**config.mk**
```make
export PLATFORM = sky130hd
export DESIGN_NAME = stim_sequencer
export DESIGN_NICKNAME = d
export VERILOG_FILES = /design/src/rtl/stim_sequencer.sv
export SDC_FILE = /design/constraint.sdc
export NUM_CORES = 1
export LEC_CHECK = 0
export CAP_MARGIN = 20
export CELL_PAD_IN_SITES_DETAIL_PLACEMENT = 1
export CELL_PAD_IN_SITES_GLOBAL_PLACEMENT = 1
export CORE_MARGIN = 1
export CORE_UTILIZATION = 35
export CTS_CLUSTER_SIZE = 12
export DETAILED_ROUTE_END_ITERATION = 8
export PLACE_DENSITY_LB_ADDON = 0.3
export SLEW_MARGIN = 20
export SYNTH_ARGS = -nofsm -noshare
export SYNTH_HDL_FRONTEND = slang
export SYNTH_SLANG_ARGS = --single-unit
```
**constraint.sdc**
```tcl
create_clock -name clk -period 3.8 [get_ports clk]
set_input_delay 0.76 -clock clk [delete_from_list [all_inputs] [get_ports clk]]
set_output_delay 0.76 -clock clk [all_outputs]
set_load 0.005 [all_outputs]
```
**src/rtl/stim_sequencer.sv**
```systemverilog
// Stimulus sequencer: drives an alternating bit into a registered child datapath,
// captures its 2-bit response LATENCY edges later, scores it and keeps a readable log.
module stim_sequencer #(
    parameter int NUM_CYCLES = 10,
    parameter int LATENCY    = 1,
    parameter int AW         = (NUM_CYCLES > 1) ? $clog2(NUM_CYCLES) : 1,
    parameter int EW         = 8
) (
    input  logic          clk,
    input  logic          rst,
    input  logic          start,
    output logic          busy,
    output logic          done,
    output logic          dut_a,
    input  logic [1:0]    dut_b,
    input  logic [AW-1:0] rd_addr,
    output logic [1:0]    rd_data,
    output logic [EW-1:0] err_count,
    output logic [1:0]    test_s
);
    localparam int              WW        = (LATENCY > 1) ? $clog2(LATENCY) : 1;
    localparam logic [AW-1:0]   LAST_IDX  = AW'(NUM_CYCLES - 1);
    localparam logic [WW-1:0]   WAIT_INIT = WW'(LATENCY - 1);
    localparam logic [AW:0]     NUM_EXT   = (AW + 1)'(NUM_CYCLES);

    if (LATENCY < 1) begin : g_bad_latency
        $error("stim_sequencer: LATENCY must be at least 1");
    end
    if (NUM_CYCLES < 1) begin : g_bad_num_cycles
        $error("stim_sequencer: NUM_CYCLES must be at least 1");
    end

    // state   | meaning
    // IDLE    | waiting for start
    // DRIVE   | present idx[0] on dut_a, arm the latency counter
    // WAIT    | let the child pipeline settle
    // CAPTURE | log and score dut_b, advance idx
    // DONE    | one-cycle end-of-run pulse
    typedef enum logic [2:0] {S_IDLE, S_DRIVE, S_WAIT, S_CAPTURE, S_DONE} state_t;

    state_t        state_q, state_d;
    logic [AW-1:0] idx_q, idx_d;
    logic [WW-1:0] wcnt_q, wcnt_d;
    logic          a_q, a_d;
    logic [EW-1:0] err_q, err_d;
    logic [1:0]    ts_q, ts_d;
    logic [1:0]    rd_q, rd_d;
    logic          cap_en;
    logic [1:0]    result_q [NUM_CYCLES];

    always_ff @(posedge clk or posedge rst) begin
        if (rst) begin
            state_q <= S_IDLE;
        end else begin
            state_q <= state_d;
        end
    end

    always_comb begin
        state_d = state_q;
        case (state_q)
            S_IDLE:    if (start) state_d = S_DRIVE;
            S_DRIVE:   state_d = S_WAIT;
            S_WAIT:    if (wcnt_q == '0) state_d = S_CAPTURE;
            S_CAPTURE: state_d = (idx_q == LAST_IDX) ? S_DONE : S_DRIVE;
            S_DONE:    state_d = S_IDLE;
            default:   state_d = S_IDLE;
        endcase
    end

    always_comb begin
        busy = (state_q == S_DRIVE) || (state_q == S_WAIT) || (state_q == S_CAPTURE);
        done = (state_q == S_DONE);
    end

    always_comb begin
        idx_d  = idx_q;
        wcnt_d = wcnt_q;
        a_d    = a_q;
        err_d  = err_q;
        ts_d   = ts_q;
        cap_en = 1'b0;
        case (state_q)
            S_IDLE: begin
                if (start) begin
                    idx_d = '0;
                    err_d = '0;
                end
            end
            S_DRIVE: begin
                a_d    = idx_q[0];
                wcnt_d = WAIT_INIT;
            end
            S_WAIT: begin
                if (wcnt_q != '0) wcnt_d = wcnt_q - 1'b1;
            end
            S_CAPTURE: begin
                cap_en = 1'b1;
                if ((dut_b != {a_q, ~a_q}) && (err_q != '1)) err_d = err_q + 1'b1;
                ts_d = {idx_q[0], ~idx_q[0]};
                if (idx_q != LAST_IDX) idx_d = idx_q + 1'b1;
            end
            default: ;
        endcase
    end

    // Out-of-range addresses read as zero rather than aliasing into the buffer.
    always_comb begin
        rd_d = 2'b00;
        if ({1'b0, rd_addr} < NUM_EXT) rd_d = result_q[rd_addr];
    end

    always_ff @(posedge clk or posedge rst) begin
        if (rst) begin
            idx_q  <= '0;
            wcnt_q <= '0;
            a_q    <= 1'b0;
            err_q  <= '0;
            ts_q   <= 2'b00;
            rd_q   <= 2'b00;
            for (int i = 0; i < NUM_CYCLES; i++) result_q[i] <= 2'b00;
        end else begin
            idx_q  <= idx_d;
            wcnt_q <= wcnt_d;
            a_q    <= a_d;
            err_q  <= err_d;
            ts_q   <= ts_d;
            rd_q   <= rd_d;
            if (cap_en) result_q[idx_q] <= dut_b;
        end
    end

    assign dut_a     = a_q;
    assign err_count = err_q;
    assign test_s    = ts_q;
    assign rd_data   = rd_q;

endmodule

```
==> results of run 1 <==
-- sequential cells by signal, summed over array words and instances (netlist names) --
signal / count
result_q: 20
err_count: 8
idx_q: 4
state_q: 3
rd_data: 2
test_s: 2
dut_a: 1
-- layout make-up --
class / instances / area, µm²
fillers: 606 / 3120
well taps: 72 / 90.1
repair buffers: 24 / 238
clock inverters: 2 / 12.5
inverters: 4 / 15.0
flip-flops and latches: 40 / 1000
multi-input cells: 121 / 927
clock buffers: 5 / 68.8
-- worst max path at each step --
stage                          start      endpoint  slack, ns
after floorplan           rd_addr[0]    rd_data[0]       1.96
after global placement      dut_b[1]  err_count[6]       1.29
after detailed placement    dut_b[1]  err_count[6]       1.16
after CTS                 state_q[2]          busy       1.19
after global routing      state_q[2]          busy       1.11
final                     state_q[2]          busy       1.21
-- worst min-delay path: stages (launching register included) --
cell and delay [ns]:
sky130_fd_sc_hd__dfrtp_1 0.35, sky130_fd_sc_hd__nand2_1 0.05, sky130_fd_sc_hd__o21ai_0 0.06
-- routing by layer --
metal | routed length [µm] | part of all wire | GRT usage
met1 | 1980 | 0.42 | 0.209
met2 | 2470 | 0.53 | 0.319
met3 | 169 | 0.036 | 0.0393
met4 | 50 | 0.011 | 0.0509
met5 | 0 | 0 | 0
-- stage by stage --
stage / worst slack, ns / instances / util / hold slack (ns) / area [µm²]
after CTS: 1.19 / 268 / 0.430 / 0.496 / 2350
after detailed placement: 1.16 / 261 / 0.415 / 0.480 / 2270
after global routing: 1.11 / 268 / 0.430 / 0.539 / 2350
after global placement: 1.29 / 261 / 0.415 / 0.467 / 2270
after floorplan: 1.96 / 173 / - / 0.473 / 1980
final: 1.21 / 268 / 0.430 / 0.490 / 2350
-- kinds of logic (layout without fill, tap and decap cells) --
family          count (synthesis)  count (layout)  synth area share
simple gates                   58              58             0.159
flops                          40              40             0.505
mux                            32              32             0.187
compound gates                 23              23            0.0771
buf+inv                        12              35            0.0265
fa+ha+maj                       5               5            0.0316
xor+xnor                        3               3            0.0133
-- cell usage after synthesis --
master	number
sky130_fd_sc_hd__a21oi_1	2
sky130_fd_sc_hd__a31oi_1	2
sky130_fd_sc_hd__and3_1	1
sky130_fd_sc_hd__and3b_1	1
sky130_fd_sc_hd__and4b_1	1
sky130_fd_sc_hd__buf_2	3
sky130_fd_sc_hd__buf_4	1
sky130_fd_sc_hd__clkbuf_1	4
sky130_fd_sc_hd__dfrtp_1	40
sky130_fd_sc_hd__ha_1	5
sky130_fd_sc_hd__inv_1	4
sky130_fd_sc_hd__mux2_2	20
sky130_fd_sc_hd__mux2i_1	10
sky130_fd_sc_hd__mux4_2	2
sky130_fd_sc_hd__nand2_1	21
sky130_fd_sc_hd__nand2b_1	3
sky130_fd_sc_hd__nand3_1	8
sky130_fd_sc_hd__nand3b_1	4
sky130_fd_sc_hd__nand4_1	2
sky130_fd_sc_hd__nor2_1	7
sky130_fd_sc_hd__nor3_1	2
sky130_fd_sc_hd__nor3b_1	2
sky130_fd_sc_hd__nor4_2	1
sky130_fd_sc_hd__nor4b_1	1
sky130_fd_sc_hd__nor4b_2	1
sky130_fd_sc_hd__o211ai_1	3
sky130_fd_sc_hd__o21ai_0	10
sky130_fd_sc_hd__o221ai_2	1
sky130_fd_sc_hd__o311ai_1	2
sky130_fd_sc_hd__o31ai_1	1
sky130_fd_sc_hd__o41ai_1	2
sky130_fd_sc_hd__or3_1	2
sky130_fd_sc_hd__or4b_1	1
sky130_fd_sc_hd__xnor2_1	1
sky130_fd_sc_hd__xor2_1	2
-- placed cells by master, fill, tap and decap left out, types with 2 or more instances in the layout --
cell type	synthesis	routed
sky130_fd_sc_hd__ha_1	5	5
sky130_fd_sc_hd__nand3b_1	4	4
sky130_fd_sc_hd__inv_1	4	4
sky130_fd_sc_hd__nor3_1	2	2
sky130_fd_sc_hd__o311ai_1	2	2
sky130_fd_sc_hd__a21oi_1	2	2
sky130_fd_sc_hd__dfrtp_1	40	40
sky130_fd_sc_hd__clkbuf_8	0	5
sky130_fd_sc_hd__o211ai_1	3	3
sky130_fd_sc_hd__nor2_1	7	7
sky130_fd_sc_hd__mux4_2	2	2
sky130_fd_sc_hd__nand2_1	21	21
sky130_fd_sc_hd__o21ai_0	10	10
sky130_fd_sc_hd__nor3b_1	2	2
sky130_fd_sc_hd__or3_1	2	2
sky130_fd_sc_hd__clkdlybuf4s50_1	0	23
sky130_fd_sc_hd__nand4_1	2	2
sky130_fd_sc_hd__a31oi_1	2	2
sky130_fd_sc_hd__mux2i_1	10	10
sky130_fd_sc_hd__mux2_2	20	20
sky130_fd_sc_hd__nand2b_1	3	3
sky130_fd_sc_hd__nand3_1	8	8
sky130_fd_sc_hd__o41ai_1	2	2
sky130_fd_sc_hd__xor2_1	2	2
-- power by group through the flow --
stage	Sequential [mW]	Clock, mW	Combinational, mW
6_report	0.742	0.272	0.587
3_3_place_gp	0.735	0	0.561
4_1_cts	0.742	0.280	0.600
3_5_place_dp	0.752	0	0.598
2_1_floorplan	0.698	0	0.412
5_1_grt	0.770	0.298	0.657
==> tab_implementation.tex, run 1 <==
\begin{tabular}{lr}
\hline
Metric & Value \\
\hline
\multicolumn{2}{l}{\textbf{Worst setup path}} \\
Worst path depth & 3 \\
CP peak stage delay & between 0.5 and 0.6 ns \\
Slowest cell on the critical path & sky130\_fd\_sc\_hd\_\_clkdlybuf4s50\_1 \\
Total buffers and inverters traversed by the critical path & 1 \\
Classification of the worst setup path & reg -> out \\
Signal arrival time at the worst endpoint & $\sim$1.8 ns \\
Category of cells accounting for the largest share of critical-path delay & buffers and inverters \\
Kind of end point of the critical path & output pin \\
Setup slack of the most critical reg-to-reg path & $\sim$1.8 ns \\
Reg-to-reg critical path startpoint & state\_q[2] \\
CP Max Fanout & 11 \\
Cell breakdown of the critical path & nand3b\_1 > o21ai\_0 > clkdlybuf4s50\_1 \\
Req. time, crit path & a little over 3 ns \\
Endpoint of the most critical register-to-register path & err\_count[6] \\
Cell depth of the worst flop-to-flop path & 4 \\
Kind of launch point of the worst setup path & flip-flop \\
\multicolumn{2}{l}{\textbf{Clocking}} \\
Clock net sink count & 40 \\
Count of instances resized after the clock tree is built & 0 \\
Setup Buffers After CTS & 0 \\
Clock latency of the later-clocked register in the worst-skew pair & approximately 0.29 ns \\
Clock buffers created by TritonCTS & 5 \\
Number of buffers between clock root and the deepest sink & 2 \\
Clock tree from TritonCTS & built \\
Number of hold buffers added after cts & 0 \\
Register clock-pin slew on the reported worst setup and hold paths & 0.08 ns \\
Clock H-tree levels & 2 \\
Master cell of the clock root buffer & sky130\_fd\_sc\_hd\_\_clkbuf\_8 \\
\multicolumn{2}{l}{\textbf{Global routing}} \\
Total Routing Usage GR & 0.177 \\
Antenna violations before repair & 0 \\
Maximum number of pins on one net before global-route repair & 23 \\
Gr ovfl total & 0 \\
Via count of the first global-routing pass & $\sim$1600 \\
Wire length of the first global-routing pass & 8050 µm \\
\multicolumn{2}{l}{\textbf{STA}} \\
Slew headroom & 0.452 \\
Setup violations, final & 0 \\
Worst slew pin tran & approximately 0.82 ns \\
Clock Skews & approximately 0.0063 ns \\
Setup repair after global routing missed its margin & false \\
Final critical-path required period & 2.59 ns \\
Total negative slack for setup checks & 0 ns \\
Final Hold Fails & 0 \\
Final worst-path cycle share & 0.681 \\
Highest clock rate & 387 MHz \\
Final max-slew violation count & 0 \\
\multicolumn{2}{l}{\textbf{Detailed routing}} \\
Antenna-violating nets left & 0 \\
Routed vias/inst & approximately 5.4 \\
Average wire per standard cell & 17.4 µm \\
DRC marker count from the first detailed-route iteration & 82 \\
First-pass iteration count of the detailed router & 4 \\
Remaining routing DRC violations & 0 \\
DR vias & 1436 \\
Wire length reported by the detailed router & $\sim$4700 µm \\
\multicolumn{2}{l}{\textbf{Synth}} \\
Top area cells in the synthesized netlist & sky130\_fd\_sc\_hd\_\_dfrtp\_1 (51\%), sky130\_fd\_sc\_hd\_\_mux2\_2 (11\%), sky130\_fd\_sc\_hd\_\_mux2i\_1 (5.1\%), sky130\_fd\_sc\_hd\_\_nand2\_1 (4.0\%), sky130\_fd\_sc\_hd\_\_ha\_1 (3.2\%) \\
Sequential share of the synthesized area & 0.505 \\
Cell area after synthesis & between 1500 and 2000 µm² \\
Dominant cell type by area after synthesis & sky130\_fd\_sc\_hd\_\_dfrtp\_1 \\
Synth warn & 0 \\
Area share of the leading cell type in the synthesized netlist & 0.505 \\
Mapped Nets & between 150 and 200 \\
Mapped Cells & roughly 170 \\
Number of synthesized register bits & 40 \\
Synth cell types & 35 \\
Post-synthesis average cell area & 11.4 µm² \\
\multicolumn{2}{l}{\textbf{Floorplanning}} \\
Die area & approximately 6000 µm² \\
Core area & 5470 µm² \\
Effective utilization at floorplan & 0.362 \\
Rows & 27 \\
Ports & 24 \\
Horizontal die dimension & 77.2 µm \\
Die outline height & 77.2 µm \\
\multicolumn{2}{l}{\textbf{Power}} \\
Clk pwr share & 0.170 \\
Sequential share of power & 0.463 \\
Static Leakage & between 0.9 and 1 nW \\
Overall Power & approximately 1.6 mW \\
Worst VDD drop & approximately 0.00016 V \\
NetSw & approximately 570 µW \\
Internal & 1.03 mW \\
Cell Pwr Density & 681 nW/µm² \\
Share of total power consumed by net switching & 0.356 \\
Part of the total power dissipated in combinational logic & 0.367 \\
\multicolumn{2}{l}{\textbf{Hold path}} \\
Hold Crit Depth & 2 \\
Worst Min Path Start & test\_s[0] \\
Worst-case hold path end point & test\_s[0] \\
Class of the tightest hold or removal check & reg -> reg \\
\multicolumn{2}{l}{\textbf{Run status}} \\
Run status & finished clean \\
\multicolumn{2}{l}{\textbf{Placement}} \\
Final weighted congestion in routability-driven placement & between 0.7 and 0.8 \\
Input/output buffers & 23 \\
Detailed placer's ending HPWL & about 3600 µm \\
\multicolumn{2}{l}{\textbf{Layout}} \\
Area growth from synthesis to layout & 18.8\% \\
Number of nets at the end of the flow & 210 \\
Number of diodes added for antenna fixing & 0 \\
Share of layout cells above drive strength 1 & 0.168 \\
\multicolumn{2}{l}{\textbf{Run}} \\
Maximum Capacitance Violations & 0 \\
\hline
\end{tabular}
No activity file was read; power rests on OpenSTA's default activity.
==> inputs of run 2 (changes only) <==
- clock period: 3.8 -> 2.2 ns (I/O delays scaled with it)
==> run 2 against run 1 <==
Net effect: final cell count increased by 2.2%; clock skew decreased by 0.0016 ns; non-clock buffer count increased by 5.
==> tab_implementation.tex, run 2 (synthesis gave the netlist of run 1 again) <==
\begin{tabular}{lr}
\hline
Metric & Value \\
\hline
\multicolumn{2}{l}{\textbf{Worst setup path}} \\
CP Max Fanout & 11 (unchanged) \\
Signal arrival time at the worst endpoint & 1.64 ns (was 1.83 ns) \\
Req. time, crit path & 1.76 ns (was 3.04 ns) \\
Kind of end point of the critical path & output pin (unchanged) \\
Kind of launch point of the worst setup path & flip-flop (unchanged) \\
Classification of the worst setup path & reg -> out (unchanged) \\
\multicolumn{2}{l}{\textbf{STA}} \\
Final worst-path cycle share & 0.947 \\
Worst slew pin tran & 0.529 ns (was 0.821 ns) \\
Setup repair after global routing missed its margin & false (unchanged) \\
Total negative slack for setup checks & 0 ns (unchanged) \\
Highest clock rate & about 480 MHz \\
Final critical-path required period & roughly 2.1 ns \\
Slew headroom & 0.647 (was 0.452) \\
Setup violations, final & 0 (unchanged) \\
Final Hold Fails & 0 (unchanged) \\
Clock Skews & 0.00474 ns (was 0.00633 ns) \\
Final max-slew violation count & 0 (unchanged) \\
\multicolumn{2}{l}{\textbf{Run status}} \\
Run status & finished clean (unchanged) \\
\multicolumn{2}{l}{\textbf{Detailed routing}} \\
Antenna-violating nets left & 0 (unchanged) \\
Wire length reported by the detailed router & 4460 µm (was 4670 µm) \\
Average wire per standard cell & 16.3 µm (was 17.4 µm) \\
Remaining routing DRC violations & 0 (unchanged) \\
First-pass iteration count of the detailed router & 4 (unchanged) \\
Routed vias/inst & 5.23 (was 5.36) \\
DRC marker count from the first detailed-route iteration & 38 (was 82) \\
DR vias & 1434 (was 1436) \\
\multicolumn{2}{l}{\textbf{Layout}} \\
Commonest non-fill, non-tap cell in the layout & sky130\_fd\_sc\_hd\_\_dfrtp\_1 (unchanged) \\
Register bank with the most flops & result\_q (unchanged) \\
Area growth from synthesis to layout & 21.2\% (was 18.8\%) \\
Final cell count without fillers & 274 (was 268) \\
Share of layout cells above drive strength 1 & 0.193 (was 0.168) \\
Fill cell total of the finished layout & 611 (was 606) \\
Number of nets at the end of the flow & 215 (was 210) \\
Most used cells in the layout excluding fill and tap cells & sky130\_fd\_sc\_hd\_\_dfrtp\_1 (40), sky130\_fd\_sc\_hd\_\_clkdlybuf4s50\_1 (23), sky130\_fd\_sc\_hd\_\_nand2\_1 (21) (unchanged) \\
Utilization after layout & 0.439 (was 0.430) \\
Max FFs per register & 20 (unchanged) \\
Number of diodes added for antenna fixing & 0 (unchanged) \\
Layout Cell Area excl Fill & 2400 µm² (was 2350 µm²) \\
\multicolumn{2}{l}{\textbf{Power}} \\
Cell Pwr Density & 1170 nW/µm² (was 681 nW/µm²) \\
Worst VDD drop & 0.000319 V (was 0.000162 V) \\
Overall Power & 2.82 mW (was 1.60 mW) \\
Static Leakage & 0.992 nW (was 0.957 nW) \\
\multicolumn{2}{l}{\textbf{Global routing}} \\
Global-route layer with the greatest usage & met2 (unchanged) \\
Total Routing Usage GR & 0.166 (was 0.177) \\
Maximum number of pins on one net before global-route repair & 41 (was 23) \\
Met3 usage & 0.0357 (was 0.0393) \\
Wire length of the first global-routing pass & 7620 µm (was 8050 µm) \\
Via count of the first global-routing pass & 1545 (was 1597) \\
Antenna violations before repair & 0 (unchanged) \\
Gr ovfl total & 0 (unchanged) \\
Global-route met2 utilization & 0.288 (was 0.319) \\
Met1 global-route usage & 0.200 (was 0.209) \\
\multicolumn{2}{l}{\textbf{Clocking}} \\
Clock net sink count & 40 (unchanged) \\
Clock tree from TritonCTS & built (unchanged) \\
Clock buffers created by TritonCTS & 5 (unchanged) \\
Number of hold buffers added after cts & 0 (unchanged) \\
Setup Buffers After CTS & 0 (unchanged) \\
Clock H-tree levels & 2 (unchanged) \\
Register clock-pin slew on the reported worst setup and hold paths & 0.08 ns (about the same) \\
Master cell of the clock root buffer & sky130\_fd\_sc\_hd\_\_clkbuf\_8 (unchanged) \\
Number of buffers between clock root and the deepest sink & 2 (unchanged) \\
Count of instances resized after the clock tree is built & 0 (unchanged) \\
Clock latency of the later-clocked register in the worst-skew pair & 0.29 ns (about the same) \\
\multicolumn{2}{l}{\textbf{Placement}} \\
Input/output buffers & 23 (unchanged) \\
Inst Count DP & 266 (was 261) \\
Cell Area, Placed & 2310 µm² (was 2270 µm²) \\
Detailed placer's ending HPWL & 3380 µm (was 3610 µm) \\
Final weighted congestion in routability-driven placement & 0.765 (was 0.770) \\
\multicolumn{2}{l}{\textbf{Floorplanning}} \\
Ports & 24 (unchanged) \\
Effective utilization at floorplan & 0.362 (unchanged) \\
Die outline height & 77.2 µm (unchanged) \\
Horizontal die dimension & 77.2 µm (unchanged) \\
Rows & 27 (unchanged) \\
Core area & 5470 µm² (unchanged) \\
Die area & 5960 µm² (unchanged) \\
\multicolumn{2}{l}{\textbf{Run}} \\
Maximum Capacitance Violations & 0 (unchanged) \\
\multicolumn{2}{l}{\textbf{Hold path}} \\
Class of the tightest hold or removal check & reg -> reg (unchanged) \\
\hline
\end{tabular}
run 2: layout make-up:
type / instances / area [µm²] / share of cell area
Sequential cell: 40 / 1000 / 0.417
Multi-Input combinational cell: 121 / 927 / 0.386
Timing Repair Buffer: 29 / 275 / 0.115
Tap cell: 72 / 90.1 / 0.0375
Clock buffer: 6 / 82.6 / 0.0344
Inverter: 4 / 15.0 / 0.00625
Clock inverter: 2 / 10.0 / 0.00417
run 2: per-stage QoR:
stage	hold WS [ns]	setup WS (ns)
floorplan	0.473	0.677
global placement	0.468	0.225
detailed placement	0.479	0.145
CTS	0.495	0.113
global route	0.524	0.0101
finish	0.487	0.117
run 2: worst paths after layout:
path                             from            to  slack (ns)  cells past startpoint
min                         test_s[0]     test_s[0]        0.49                      2
min reg2reg                 test_s[0]     test_s[0]        0.49                      2
min in group asynchronous         rst    rd_data[0]        0.58                      3
max reg2reg                  idx_q[1]   result_q[1]        0.38                      5
max in group asynchronous         rst  err_count[4]        1.26                      3
max                        state_q[2]          busy        0.12                      3
run 2: metal layers:
layer / vias to the layer above / share of wire
met5: - / 0
met4: 0 / 0.016
met3: 8 / 0.025
met2: 25 / 0.52
met1: 722 / 0.44
li1: 679 / -
run 2: report_power, final:
| part | internal (mW) | leakage (nW) | total [mW] | switching [mW] |
|---|---|---|---|---|
| registers | 1.03 | 0.499 | 1.29 | 0.258 |
| clock network | 0.250 | 0.0510 | 0.504 | 0.253 |
| logic | 0.563 | 0.443 | 1.02 | 0.459 |
| total | 1.85 | 0.992 | 2.82 | 0.970 |
run 2: worst max-delay path, stage by stage (launching register included):
cell,delay [ns]
sky130_fd_sc_hd__dfrtp_1,0.49
sky130_fd_sc_hd__nand3b_1,0.23
sky130_fd_sc_hd__o21ai_0,0.10
sky130_fd_sc_hd__clkdlybuf4s50_1,0.53
==> inputs of run 3 (changes only) <==
- GPL_ROUTABILITY_DRIVEN: default -> 0
- SETUP_SLACK_MARGIN: default -> 0.15
==> run 3 against run 2 <==
Net effect: critical endpoint unchanged; flip-flop and latch count unchanged; final area increased by 1.8%; clock skew shrank 0.00075 ns; total power grew 2.1%; non-clock buffer count rose by 5; sequential power about the same; clock power barely moved; sequential share of layout area is 0.59 points lower.
==> tab_implementation.tex, run 3 (synthesis gave the netlist of run 1 again) <==
\begin{tabular}{lr}
\hline
Metric & Value \\
\hline
\multicolumn{2}{l}{\textbf{Floorplanning}} \\
Die area & 5960 µm² (unchanged) \\
Effective utilization at floorplan & 0.362 (unchanged) \\
Core area & 5470 µm² (unchanged) \\
Horizontal die dimension & 77.2 µm (unchanged) \\
Rows & 27 (unchanged) \\
Ports & 24 (unchanged) \\
Die outline height & 77.2 µm (unchanged) \\
\multicolumn{2}{l}{\textbf{Clocking}} \\
Clock buffers created by TritonCTS & 5 (unchanged) \\
Clock latency of the later-clocked register in the worst-skew pair & 0.29 ns (about the same) \\
Clock tree from TritonCTS & built (unchanged) \\
Number of buffers between clock root and the deepest sink & 2 (unchanged) \\
Clock H-tree levels & 2 (unchanged) \\
Clock net sink count & 40 (unchanged) \\
Master cell of the clock root buffer & sky130\_fd\_sc\_hd\_\_clkbuf\_8 (unchanged) \\
Register clock-pin slew on the reported worst setup and hold paths & 0.08 ns (about the same) \\
\multicolumn{2}{l}{\textbf{Detailed routing}} \\
Wire length reported by the detailed router & 4610 µm (was 4460 µm) \\
Routed vias/inst & 5.19 (was 5.23) \\
DRC marker count from the first detailed-route iteration & 36 (was 38) \\
Average wire per standard cell & 16.5 µm (was 16.3 µm) \\
Remaining routing DRC violations & 0 (unchanged) \\
DR vias & 1448 (was 1434) \\
Antenna-violating nets left & 0 (unchanged) \\
First-pass iteration count of the detailed router & 4 (unchanged) \\
\multicolumn{2}{l}{\textbf{Global routing}} \\
Wire length of the first global-routing pass & 7640 µm (was 7620 µm) \\
Total Routing Usage GR & 0.166 (about the same) \\
Antenna violations before repair & 0 (unchanged) \\
Maximum number of pins on one net before global-route repair & 41 (unchanged) \\
Via count of the first global-routing pass & 1549 (was 1545) \\
Gr ovfl total & 0 (unchanged) \\
\multicolumn{2}{l}{\textbf{Placement}} \\
Detailed placer's ending HPWL & 3380 µm (unchanged) \\
Worst-case setup slack after placement & 0.145 ns (unchanged) \\
Cell Area, Placed & 2310 µm² (unchanged) \\
Input/output buffers & 23 (unchanged) \\
Inst Count DP & 266 (unchanged) \\
\multicolumn{2}{l}{\textbf{Run status}} \\
Run status & finished clean (unchanged) \\
\multicolumn{2}{l}{\textbf{STA}} \\
Clock Skews & 0.00400 ns (was 0.00474 ns) \\
Slew headroom & 0.657 (was 0.647) \\
Worst slew pin tran & 0.514 ns (was 0.529 ns) \\
Total negative slack for setup checks & 0 ns (unchanged) \\
Highest clock rate & 502 MHz (was 480 MHz) \\
Final worst-path cycle share & 0.905 (was 0.947) \\
Final max-slew violation count & 0 (unchanged) \\
Setup violations, final & 0 (unchanged) \\
Setup repair after global routing missed its margin & true (was false) \\
Final critical-path required period & 1.99 ns (was 2.08 ns) \\
Final Hold Fails & 0 (unchanged) \\
Final worst slack & 0.209 ns (was 0.117 ns) \\
\multicolumn{2}{l}{\textbf{Layout}} \\
Number of nets at the end of the flow & 220 (was 215) \\
Number of diodes added for antenna fixing & 0 (unchanged) \\
Register bank with the most flops & result\_q (unchanged) \\
Max FFs per register & 20 (unchanged) \\
Final cell count without fillers & 279 (was 274) \\
Most used cells in the layout excluding fill and tap cells & sky130\_fd\_sc\_hd\_\_dfrtp\_1 (37), sky130\_fd\_sc\_hd\_\_clkdlybuf4s50\_1 (22), sky130\_fd\_sc\_hd\_\_nand2\_1 (21) (was sky130\_fd\_sc\_hd\_\_dfrtp\_1 (40), sky130\_fd\_sc\_hd\_\_clkdlybuf4s50\_1 (23), sky130\_fd\_sc\_hd\_\_nand2\_1 (21)) \\
Fill cell total of the finished layout & 618 (was 611) \\
Share of layout cells above drive strength 1 & 0.227 (was 0.193) \\
Area growth from synthesis to layout & 23.4\% (was 21.2\%) \\
Commonest non-fill, non-tap cell in the layout & sky130\_fd\_sc\_hd\_\_dfrtp\_1 (unchanged) \\
Layout Cell Area excl Fill & 2440 µm² (was 2400 µm²) \\
\multicolumn{2}{l}{\textbf{Worst setup path}} \\
Signal arrival time at the worst endpoint & 1.55 ns (was 1.64 ns) \\
Kind of end point of the critical path & output pin (unchanged) \\
Classification of the worst setup path & reg -> out (unchanged) \\
Reg-to-reg critical path startpoint & state\_q[2] (was idx\_q[1]) \\
CP Launch Point & state\_q[2] (unchanged) \\
Req. time, crit path & 1.76 ns (about the same) \\
CP Max Fanout & 7 (was 11) \\
Kind of launch point of the worst setup path & flip-flop (unchanged) \\
\multicolumn{2}{l}{\textbf{Run}} \\
Maximum Capacitance Violations & 0 (unchanged) \\
\multicolumn{2}{l}{\textbf{Hold path}} \\
Class of the tightest hold or removal check & reg -> reg (unchanged) \\
Worst Min Path Start & test\_s[0] (unchanged) \\
\multicolumn{2}{l}{\textbf{Power}} \\
Cell Pwr Density & 1180 nW/µm² (was 1170 nW/µm²) \\
Worst VDD drop & 0.000329 V (was 0.000319 V) \\
Static Leakage & 1.03 nW (was 0.992 nW) \\
\hline
\end{tabular}
-- run 3: changes by cell type in the layout (fill, tap and decap cells not counted) --
cell,before,now
sky130_fd_sc_hd__dfrtp_2,0,3
sky130_fd_sc_hd__clkdlybuf4s50_1,23,22
sky130_fd_sc_hd__dfrtp_1,40,37
sky130_fd_sc_hd__buf_4,6,11
sky130_fd_sc_hd__o21ai_1,0,1
sky130_fd_sc_hd__dlymetal6s2s_1,0,1
sky130_fd_sc_hd__o21ai_0,10,9
-- run 3: path summary, 6_finish.rpt --
check | end | slack, ns | depth (start not counted)
max in group asynchronous | state_q[1] | 1.25 | 3
hold reg to reg | test_s[0] | 0.49 | 2
min in group asynchronous | rd_data[0] | 0.57 | 3
hold / removal | test_s[0] | 0.49 | 2
setup / recovery | busy | 0.21 | 3
setup reg to reg | err_count[6] | 0.33 | 5
-- run 3: cell type report --
type	instances	area [µm²]	area share
Multi-Input combinational cell	121	927	0.379
Inverter	4	15.0	0.00614
Clock buffer	6	82.6	0.0338
Sequential cell	40	1000	0.411
Clock inverter	2	10.0	0.00409
Tap cell	72	90.1	0.0368
Timing Repair Buffer	34	315	0.129
-- run 3: critical path, stage by stage (launching register included) --
cell                              delay [ns]
sky130_fd_sc_hd__dfrtp_2                0.46
sky130_fd_sc_hd__nand3b_1               0.20
sky130_fd_sc_hd__o21ai_1                0.09
sky130_fd_sc_hd__clkdlybuf4s50_1        0.51
-- run 3: what timing repair did --
item	in CTS	in global routing
buffers inserted	0	5
gates resized for setup	2	3
hold buffers	0	0
setup endpoints to repair	1	1
-- run 3: per-layer routing --
layer  share of wire  up-vias  global-route usage
met5               0        -                   0
met4           0.016        0              0.0623
met3           0.023        8              0.0357
met2            0.53       23               0.288
met1            0.43      728               0.200
li1                -      689                   -
-- run 3: stage by stage --
step	hold WS (ns)	total power, mW	utilization
after floorplan	0.473	1.92	-
after global placement	0.468	2.26	0.422
after detailed placement	0.479	2.34	0.422
after CTS	0.495	2.85	0.439
after global routing	0.524	3.10	0.447
final	0.490	2.88	0.447
-- run 3: where the power goes --
| part | internal [mW] | leakage (nW) | switching, mW |
|---|---|---|---|
| clock network | 0.250 | 0.0510 | 0.253 |
| logic | 0.600 | 0.487 | 0.486 |
| registers | 1.04 | 0.495 | 0.250 |
| total | 1.89 | 1.03 | 0.989 |
